### src/rtl/cpu_pkg.sv
// Shared CPU definitions: widths, instruction encodings and fetch FSM states.
package cpu_pkg;

    localparam int unsigned PC_W     = 16;
    localparam int unsigned INSTR_W  = 32;
    localparam int unsigned OPCODE_W = 5;

    // Opcode 5'b01111 is unused by the ISA, so decode drives no controls for it.
    localparam logic [OPCODE_W-1:0] OP_NOP  = 5'b01111;
    localparam logic [OPCODE_W-1:0] OP_HALT = 5'b11111;

    localparam logic [INSTR_W-1:0] NOP_INSTR  = {OP_NOP,  27'h0};
    localparam logic [INSTR_W-1:0] HALT_INSTR = {OP_HALT, 27'h0};

    typedef enum logic [1:0] {
        ST_RUN  = 2'd0,
        ST_HOLD = 2'd1,
        ST_HALT = 2'd2
    } fetch_state_t;

endpackage

### src/rtl/fetch_skid_buf.sv
// One-entry {instr, pc} hold register that keeps the fetch returning during a stall.
module fetch_skid_buf #(
    parameter int unsigned PC_W = 16
) (
    input  logic            clk,
    input  logic            rst,
    input  logic            load_i,
    input  logic            drain_i,
    input  logic            clear_i,
    input  logic [31:0]     instr_i,
    input  logic [PC_W-1:0] pc_i,
    output logic            valid_o,
    output logic [31:0]     instr_o,
    output logic [PC_W-1:0] pc_o
);
    import cpu_pkg::*;

    logic            valid_q;
    logic [31:0]     instr_q;
    logic [PC_W-1:0] pc_q;

    // Clear and drain take priority over load; payload only moves on load.
    always_ff @(posedge clk or posedge rst) begin
        if (rst) begin
            valid_q <= 1'b0;
            instr_q <= NOP_INSTR;
            pc_q    <= '0;
        end else if (clear_i || drain_i) begin
            valid_q <= 1'b0;
        end else if (load_i) begin
            valid_q <= 1'b1;
            instr_q <= instr_i;
            pc_q    <= pc_i;
        end
    end

    assign valid_o = valid_q;
    assign instr_o = instr_q;
    assign pc_o    = pc_q;

endmodule

### src/rtl/instr_fetch.sv
// IF stage and IF/ID register: PC, imem request tracking, stall/redirect/halt handling.
module instr_fetch #(
    parameter int unsigned     PC_W     = cpu_pkg::PC_W,
    parameter logic [PC_W-1:0] RESET_PC = '0
) (
    input  logic            clk,
    input  logic            rst,
    input  logic            stall,
    input  logic            redirect,
    input  logic [PC_W-1:0] redirect_pc,
    input  logic            hlt,
    output logic [PC_W-1:0] imem_addr,
    output logic            imem_re,
    input  logic [31:0]     imem_rdata,
    output logic [31:0]     instr_ID,
    output logic [PC_W-1:0] pc_ID,
    output logic [PC_W-1:0] pc_plus1_ID,
    output logic            valid_ID,
    output logic            halted
);
    import cpu_pkg::*;

    fetch_state_t    state_q, state_d;
    logic [PC_W-1:0] pc_q, pc_d;
    logic            req_valid_q, req_valid_d;
    logic [PC_W-1:0] req_pc_q, req_pc_d;
    logic [31:0]     instr_id_q, instr_id_d;
    logic [PC_W-1:0] pc_id_q, pc_id_d;
    logic            valid_id_q, valid_id_d;
    logic            halted_q, halted_d;

    logic            skid_load, skid_drain, skid_clear;
    logic            skid_valid;
    logic [31:0]     skid_instr;
    logic [PC_W-1:0] skid_pc;

    logic            halt_ev;

    // A halt only counts when it comes from a real instruction in ID.
    assign halt_ev = hlt && valid_id_q;

    // Holds the returning word when a stall lands on an outstanding request.
    fetch_skid_buf #(
        .PC_W (PC_W)
    ) u_skid (
        .clk     (clk),
        .rst     (rst),
        .load_i  (skid_load),
        .drain_i (skid_drain),
        .clear_i (skid_clear),
        .instr_i (imem_rdata),
        .pc_i    (req_pc_q),
        .valid_o (skid_valid),
        .instr_o (skid_instr),
        .pc_o    (skid_pc)
    );

    // FSM state register.
    always_ff @(posedge clk or posedge rst) begin
        if (rst) begin
            state_q <= ST_RUN;
        end else begin
            state_q <= state_d;
        end
    end

    // Next-state logic; redirect beats halt, halt beats stall.
    always_comb begin
        state_d = state_q;
        unique case (state_q)
            ST_RUN: begin
                if (redirect)                    state_d = ST_RUN;
                else if (halt_ev)                state_d = ST_HALT;
                else if (stall && req_valid_q)   state_d = ST_HOLD;
            end
            ST_HOLD: begin
                if (redirect)                    state_d = ST_RUN;
                else if (halt_ev)                state_d = ST_HALT;
                else if (!stall)                 state_d = ST_RUN;
            end
            ST_HALT: state_d = ST_HALT;
            default: state_d = ST_RUN;
        endcase
    end

    // Output and datapath next-value logic; everything holds unless an event moves it.
    always_comb begin
        imem_re     = 1'b0;
        pc_d        = pc_q;
        req_valid_d = req_valid_q;
        req_pc_d    = req_pc_q;
        instr_id_d  = instr_id_q;
        pc_id_d     = pc_id_q;
        valid_id_d  = valid_id_q;
        halted_d    = halted_q;
        skid_load   = 1'b0;
        skid_drain  = 1'b0;
        skid_clear  = 1'b0;

        unique case (state_q)
            ST_RUN, ST_HOLD: begin
                if (redirect) begin
                    // Squash: in-flight and skid data belong to the wrong path.
                    pc_d        = redirect_pc;
                    req_valid_d = 1'b0;
                    skid_clear  = 1'b1;
                    instr_id_d  = NOP_INSTR;
                    pc_id_d     = '0;
                    valid_id_d  = 1'b0;
                end else if (halt_ev) begin
                    req_valid_d = 1'b0;
                    skid_clear  = 1'b1;
                    instr_id_d  = NOP_INSTR;
                    pc_id_d     = '0;
                    valid_id_d  = 1'b0;
                    halted_d    = 1'b1;
                end else if (stall) begin
                    req_valid_d = 1'b0;
                    skid_load   = (state_q == ST_RUN) && req_valid_q;
                end else begin
                    imem_re     = 1'b1;
                    pc_d        = pc_q + PC_W'(1);
                    req_valid_d = 1'b1;
                    req_pc_d    = pc_q;
                    if (state_q == ST_HOLD) begin
                        instr_id_d = skid_instr;
                        pc_id_d    = skid_pc;
                        valid_id_d = skid_valid;
                        skid_drain = 1'b1;
                    end else if (req_valid_q) begin
                        instr_id_d = imem_rdata;
                        pc_id_d    = req_pc_q;
                        valid_id_d = 1'b1;
                    end else begin
                        instr_id_d = NOP_INSTR;
                        pc_id_d    = '0;
                        valid_id_d = 1'b0;
                    end
                end
            end
            default: begin
                imem_re = 1'b0;
            end
        endcase
    end

    // PC, request tracking and IF/ID registers.
    always_ff @(posedge clk or posedge rst) begin
        if (rst) begin
            pc_q        <= RESET_PC;
            req_valid_q <= 1'b0;
            req_pc_q    <= '0;
            instr_id_q  <= NOP_INSTR;
            pc_id_q     <= '0;
            valid_id_q  <= 1'b0;
            halted_q    <= 1'b0;
        end else begin
            pc_q        <= pc_d;
            req_valid_q <= req_valid_d;
            req_pc_q    <= req_pc_d;
            instr_id_q  <= instr_id_d;
            pc_id_q     <= pc_id_d;
            valid_id_q  <= valid_id_d;
            halted_q    <= halted_d;
        end
    end

    assign imem_addr   = pc_q;
    assign instr_ID    = instr_id_q;
    assign pc_ID       = pc_id_q;
    assign pc_plus1_ID = pc_id_q + PC_W'(1);
    assign valid_ID    = valid_id_q;
    assign halted      = halted_q;

endmodule
### config.mk
export PLATFORM = sky130hd
export DESIGN_NAME = instr_fetch
export DESIGN_NICKNAME = d
export VERILOG_FILES = /design/src/rtl/cpu_pkg.sv /design/src/rtl/fetch_skid_buf.sv /design/src/rtl/instr_fetch.sv
export SDC_FILE = /design/constraint.sdc
export NUM_CORES = 1
export LEC_CHECK = 0
export ABC_AREA = 1
export BUFFER_PORTS_ARGS = -buffer_cell sky130_fd_sc_hd__buf_4
export CAP_MARGIN = 30
export CELL_PAD_IN_SITES_DETAIL_PLACEMENT = 1
export CELL_PAD_IN_SITES_GLOBAL_PLACEMENT = 2
export CORE_UTILIZATION = 32
export CTS_CLUSTER_SIZE = 10
export DETAILED_ROUTE_END_ITERATION = 12
export GPL_ROUTABILITY_DRIVEN = 1
export PLACE_DENSITY = 0.92
export SYNTH_ARGS = -nofsm -noshare
export SYNTH_HDL_FRONTEND = slang
export SYNTH_HIERARCHICAL = 1
export SYNTH_SLANG_ARGS = --single-unit
### constraint.sdc
create_clock -name clk -period 3 [get_ports clk]
set_clock_uncertainty 0.05 [all_clocks]
set_input_delay 0.45 -clock clk [delete_from_list [all_inputs] [get_ports clk]]
set_output_delay 0.45 -clock clk [all_outputs]
set_load 0.05 [all_outputs]
# Yosys cells after proc, flatten, opt, wreduce, memory -nomap -nowiden
# Index checks and enable logic that the tools add are counted.
[op_classes] n_addsub=2 mux=43 n_bitwise=4 n_reduce_logical=13 n_eq_ne=7
[ops] operator="32-bit 2-to-1 mux" count=5
[ops] operator="16-bit 2-to-1 mux" count=8
[ops] operator="16-bit by 1-bit adder with 16-bit output (second input constant)" count=2
[ops] operator="1-bit 2-to-1 mux" count=23
[ops] operator="2-bit 2-to-1 mux" count=6
[ops] operator="4-bit inequality test (second input constant)" count=2
[ops] operator="2-bit one-hot mux with 3 select lines" count=1
[ops] operator="2-bit AND reduction" count=3
[ops] operator="3-bit AND reduction" count=2
[ops] operator="1-bit NOT" count=4
[ops] operator="4-bit AND reduction" count=1
[ops] operator="1-bit logical AND" count=3
[ops] operator="3-bit by 1-bit inequality test with 1-bit output (second input constant)" count=1
[ops] operator="2-bit by 1-bit == test with 1-bit output (second input constant)" count=1
[ops] operator="2-bit == test (second input constant)" count=1
[ops] operator="2-bit logical NOT" count=1
[ops] operator="2-bit by 1-bit inequality test with 1-bit output (second input constant)" count=1
[ops] operator="2-bit inequality test (second input constant)" count=1
[ops] operator="2-bit nonzero test" count=1
[ops] operator="2-bit OR reduction" count=1
[ops] operator="1-bit logical OR" count=1
[word_totals] input_bits=53 wordCells=80 out_inout_bits=83 regBits=134

# Depth between registers and ports, before layout
[logic_depth] depth_word=9 ltp_mapped=13

# Hierarchy
# The synthesis kept the hierarchy.
[modules_own_cells] mod="instr_fetch" seq_area_each_um2=2132.0 cells_each=574 n_inst=1 area_each_um2=4421.7
[modules_own_cells] mod="fetch_skid_buf" seq_area_each_um2=1231.2 cells_each=213 n_inst=1 area_each_um2=1940.6

# Least setup slack after synthesis
# Ideal clock, no wire load.
[synth_timing] path_type="register to output" startpoint="register pc_id_q[1] (netlist: pc_ID[1])" endpoint="output port pc_plus1_ID[14]" n_path_buf=0 path_stages_with_launch=6 arrival_ps=2164 slack_ps=336 path_cell_list="dfrtp_1 ha_1 nand3_1 nor2_1 nand3_1 xnor2_1"
[synth_between] elab_chain_len=1
[synth_rtl] item="start: declaration" line="instr_fetch.sv:28" rtl="logic [PC_W-1:0] pc_id_q, pc_id_d;"
[synth_rtl] item="start signal: assignment" line="instr_fetch.sv:162" rtl="pc_id_q <= pc_id_d;"
[synth_rtl] item="16-bit by 1-bit adder with 16-bit output" line="instr_fetch.sv:171" rtl="assign pc_plus1_ID = pc_id_q + PC_W'(1);"
[synth_rtl] item="end: declaration" line="instr_fetch.sv:17" rtl="output logic [PC_W-1:0] pc_plus1_ID,"
# No other way between the ends.

# Worst setup path after layout
[layout_timing] startpoint="register pc_id_q[2] (netlist: pc_ID[2])" endpoint="output port pc_plus1_ID[11]"
# The elaborated chain is that of the path after synthesis.

==> flow_metrics.tcl <==
set metrics [dict create \
    run_status "completed" \
    portBuffers 135 \
    initial_utilization_pct 32.7 \
    die_h_um 143 \
    n_antenna_cell 0 \
    layout_setup_ws_ns 0.424 \
    post-place-ws_ns 0.384 \
    r2r_slack_ns 0.56 \
    die_w_um 143 \
    clkLatencyLatePin_ns 0.42 \
    cts_buffers 17 \
    drive_above_1_share_pct 21.7 \
    worstMarginPinSlew_ns 0.754 \
    final_max_slew_viol_count 0 \
    grt_util_all_layers_pct 20.2 \
    netlist_area_mm2 0.00636 \
    setup-tns-final_ns 0 \
    ios 136 \
    grt_setup_unrepaired "no" \
    drt-initial-drc-count 198 \
    dr.pass1.iters 4 \
    grt_pass1_vias 6063 \
    powerDensity_mw_per_mm2 558 \
    fill_cells 2328 \
    grt_pass1_wl_um 31500 \
    hold_violations 0 \
    critPathMaxFanout 5 \
    hp-class "primary input to async pin" \
    instances_no_fill 1188 \
    clk_path_buf_depth 2 \
    clk_pin_slew_ns 0.06 \
    hpwl_um 13100 \
    ys_seq_area_share_pct 52.9 \
    vdd_ir_drop_max_uv 390 \
    tritoncts "built" \
    cp_data_arrival_time_ns 2.08 \
    place_congestion 0.833 \
    cts_root_buffer "clkbuf_16" \
    period_needed_ns 2.58 \
    nNetsFinal 966 \
    post_cts_resized 0 \
    syn_inst 787 \
    postCtsSetupBuffers 0 \
    yosys_warnings 6 \
    core-area_mm2 0.0195 \
    critical_path_required_ns 2.50 \
    globalRouteOverflowTotal 0 \
    dp.cells 1157 \
    area_growth_pct 29.5 \
    min_period_over_period_pct 85.9 \
    setup_viol 0 \
    h-tree-depth 4 \
    final_antenna_net_count 0 \
    critPathLaunchType "flip-flop" \
    wl_per_cell_um 16.5 \
    cts.sinks 134 \
    vias 5747 \
    fp.dieArea_mm2 0.0205 \
    max_freq_ghz 0.388 \
    ys_ff_latch 134 \
    final_area_mm2 0.00824 \
    slew-limit-headroom_pct 49.6 \
    crit_type "flip-flop to primary output" \
    synth_cell_types 34 \
    viasPerCell 4.84 \
    syn_nets 842 \
    rows 51 \
    cts_hold_repair.buffers 0 \
    placedInstanceArea_mm2 0.00759 \
    worst_setup_path_end_kind "primary output" \
    antenna_found_initial 0 \
    grt_max_degree 86 \
    cap_violations 0 \
    drc 0 \
    wl_um 19600 \
    p_leak_nw 4.29 \
    avgSynthCellArea_um2 8.08 \
]
[cells in the mapped netlist (all sizes together)]
cell type | count | area (um^2)
xnor2 | 1 | 8.76
nand3 | 129 | 646
buf | 33 | 206
dfstp | 8 | 210
nor3 | 5 | 30.0
o21ai | 31 | 155
a211oi | 1 | 7.51
a21oi | 10 | 53.8
o211ai | 6 | 45.0
a31oi | 1 | 6.26
dfrtp | 126 | 3150
a31o | 1 | 8.76
o22ai | 5 | 31.3
xor2 | 12 | 105
nand2 | 270 | 1020
ha | 2 | 25.0
nor2 | 57 | 241
o221ai | 11 | 96.3
nand3b | 1 | 7.51
clkbuf | 9 | 33.8
nor4 | 1 | 6.26
nand4 | 5 | 31.3
inv | 62 | 235
[critical path, cell delays in order (launching register included)]
cell and delay (ns):
dfrtp_1 0.45, nand3_1 0.17, nor3_2 0.32, nand2_1 0.19, nor2_1 0.15, xor2_1 0.15, buf_4 0.22
[layout by cell type, fill, tap and decap left out, types with 2 or more instances in the layout]
master / Yosys / layout
nor2_2: 2 / 3
nand3_1: 129 / 129
nand2_1: 268 / 268
o211ai_1: 6 / 6
clkbuf_1: 9 / 3
inv_1: 59 / 57
nor2_4: 3 / 3
nor3_1: 4 / 4
xor2_1: 12 / 12
a21oi_1: 9 / 9
nand4_1: 5 / 5
dfstp_2: 8 / 8
ha_1: 2 / 2
clkbuf_16: 0 / 17
buf_12: 0 / 2
bufinv_16: 0 / 5
dfrtp_1: 126 / 126
clkinvlp_4: 0 / 2
o21ai_0: 30 / 30
nor2_1: 52 / 51
clkinv_2: 0 / 2
inv_2: 2 / 3
nand2_2: 2 / 2
o22ai_1: 5 / 5
o221ai_1: 11 / 11
clkbuf_8: 0 / 3
buf_4: 5 / 145
[stage by stage]
step                      util, %  hold slack, ns  power, mW
final                        42.3           0.106       4.60
after global routing         42.3           0.148       4.75
after CTS                    42.3           0.122       4.65
after detailed placement     39.0           0.409       2.33
after global placement       39.0           0.402       2.32
after floorplan                 -           0.391       2.15
[path summary, 6_finish.rpt]
kind,start,endpoint,depth (start not counted)
max,pc_ID[2],pc_plus1_ID[11],6
min reg2reg,u_skid/instr_o[29],u_skid/instr_o[29],2
max in group asynchronous,rst,u_skid/pc_o[8],3
min,rst,instr_ID[24],3
min in group clk,imem_rdata[10],u_skid/instr_o[10],3
max reg2reg,valid_ID,instr_ID[30],7
[metal layers]
metal | track usage, % | wire (um)
met1 | 24.2 | 8490
met5 | 0 | 0
met3 | 4.19 | 946
met4 | 8.49 | 505
met2 | 35.1 | 9630
[final cells by class]
type,instances,area (um^2),share of cell area [%]
Clock buffer,23,478,5.80
Clock inverter,8,170,2.06
Inverter,62,236,2.87
Multi-Input combinational cell,549,2530,30.7
Sequential cell,134,3360,40.8
Tap cell,265,332,4.02
Timing Repair Buffer,147,1130,13.7
[power by group]
group          total (mW)  switching (mW)  internal [mW]
sequential           1.90          0.0482           1.85
combinational       0.396           0.268          0.128
clock                2.30           0.770           1.53
total                4.60            1.09           3.51
[state kept, by name, summed over array words and instances, names as in the netlist]
name / flops
state_q: 2
pc_ID: 16
u_skid/instr_o: 32
u_skid/valid_o: 1
u_skid/pc_o: 16
instr_ID: 32
imem_addr: 16
req_valid_q: 1
valid_ID: 1
halted: 1
req_pc_q: 16
[logic make-up (layout without fill, tap and decap cells)]
| family | after synthesis | count (layout) | share of synthesized area, % |
|---|---|---|---|
| and+or+nand+nor | 468 | 468 | 31.1 |
| DFF | 134 | 134 | 52.9 |
| buffers and inverters | 104 | 240 | 7.47 |
| AOI/OAI and AO/OA | 66 | 66 | 6.35 |
| xor gates and xnor gates | 13 | 13 | 1.79 |
| adders and majority gates | 2 | 2 | 0.393 |
Note: power is estimated with default switching activity, not from simulation.
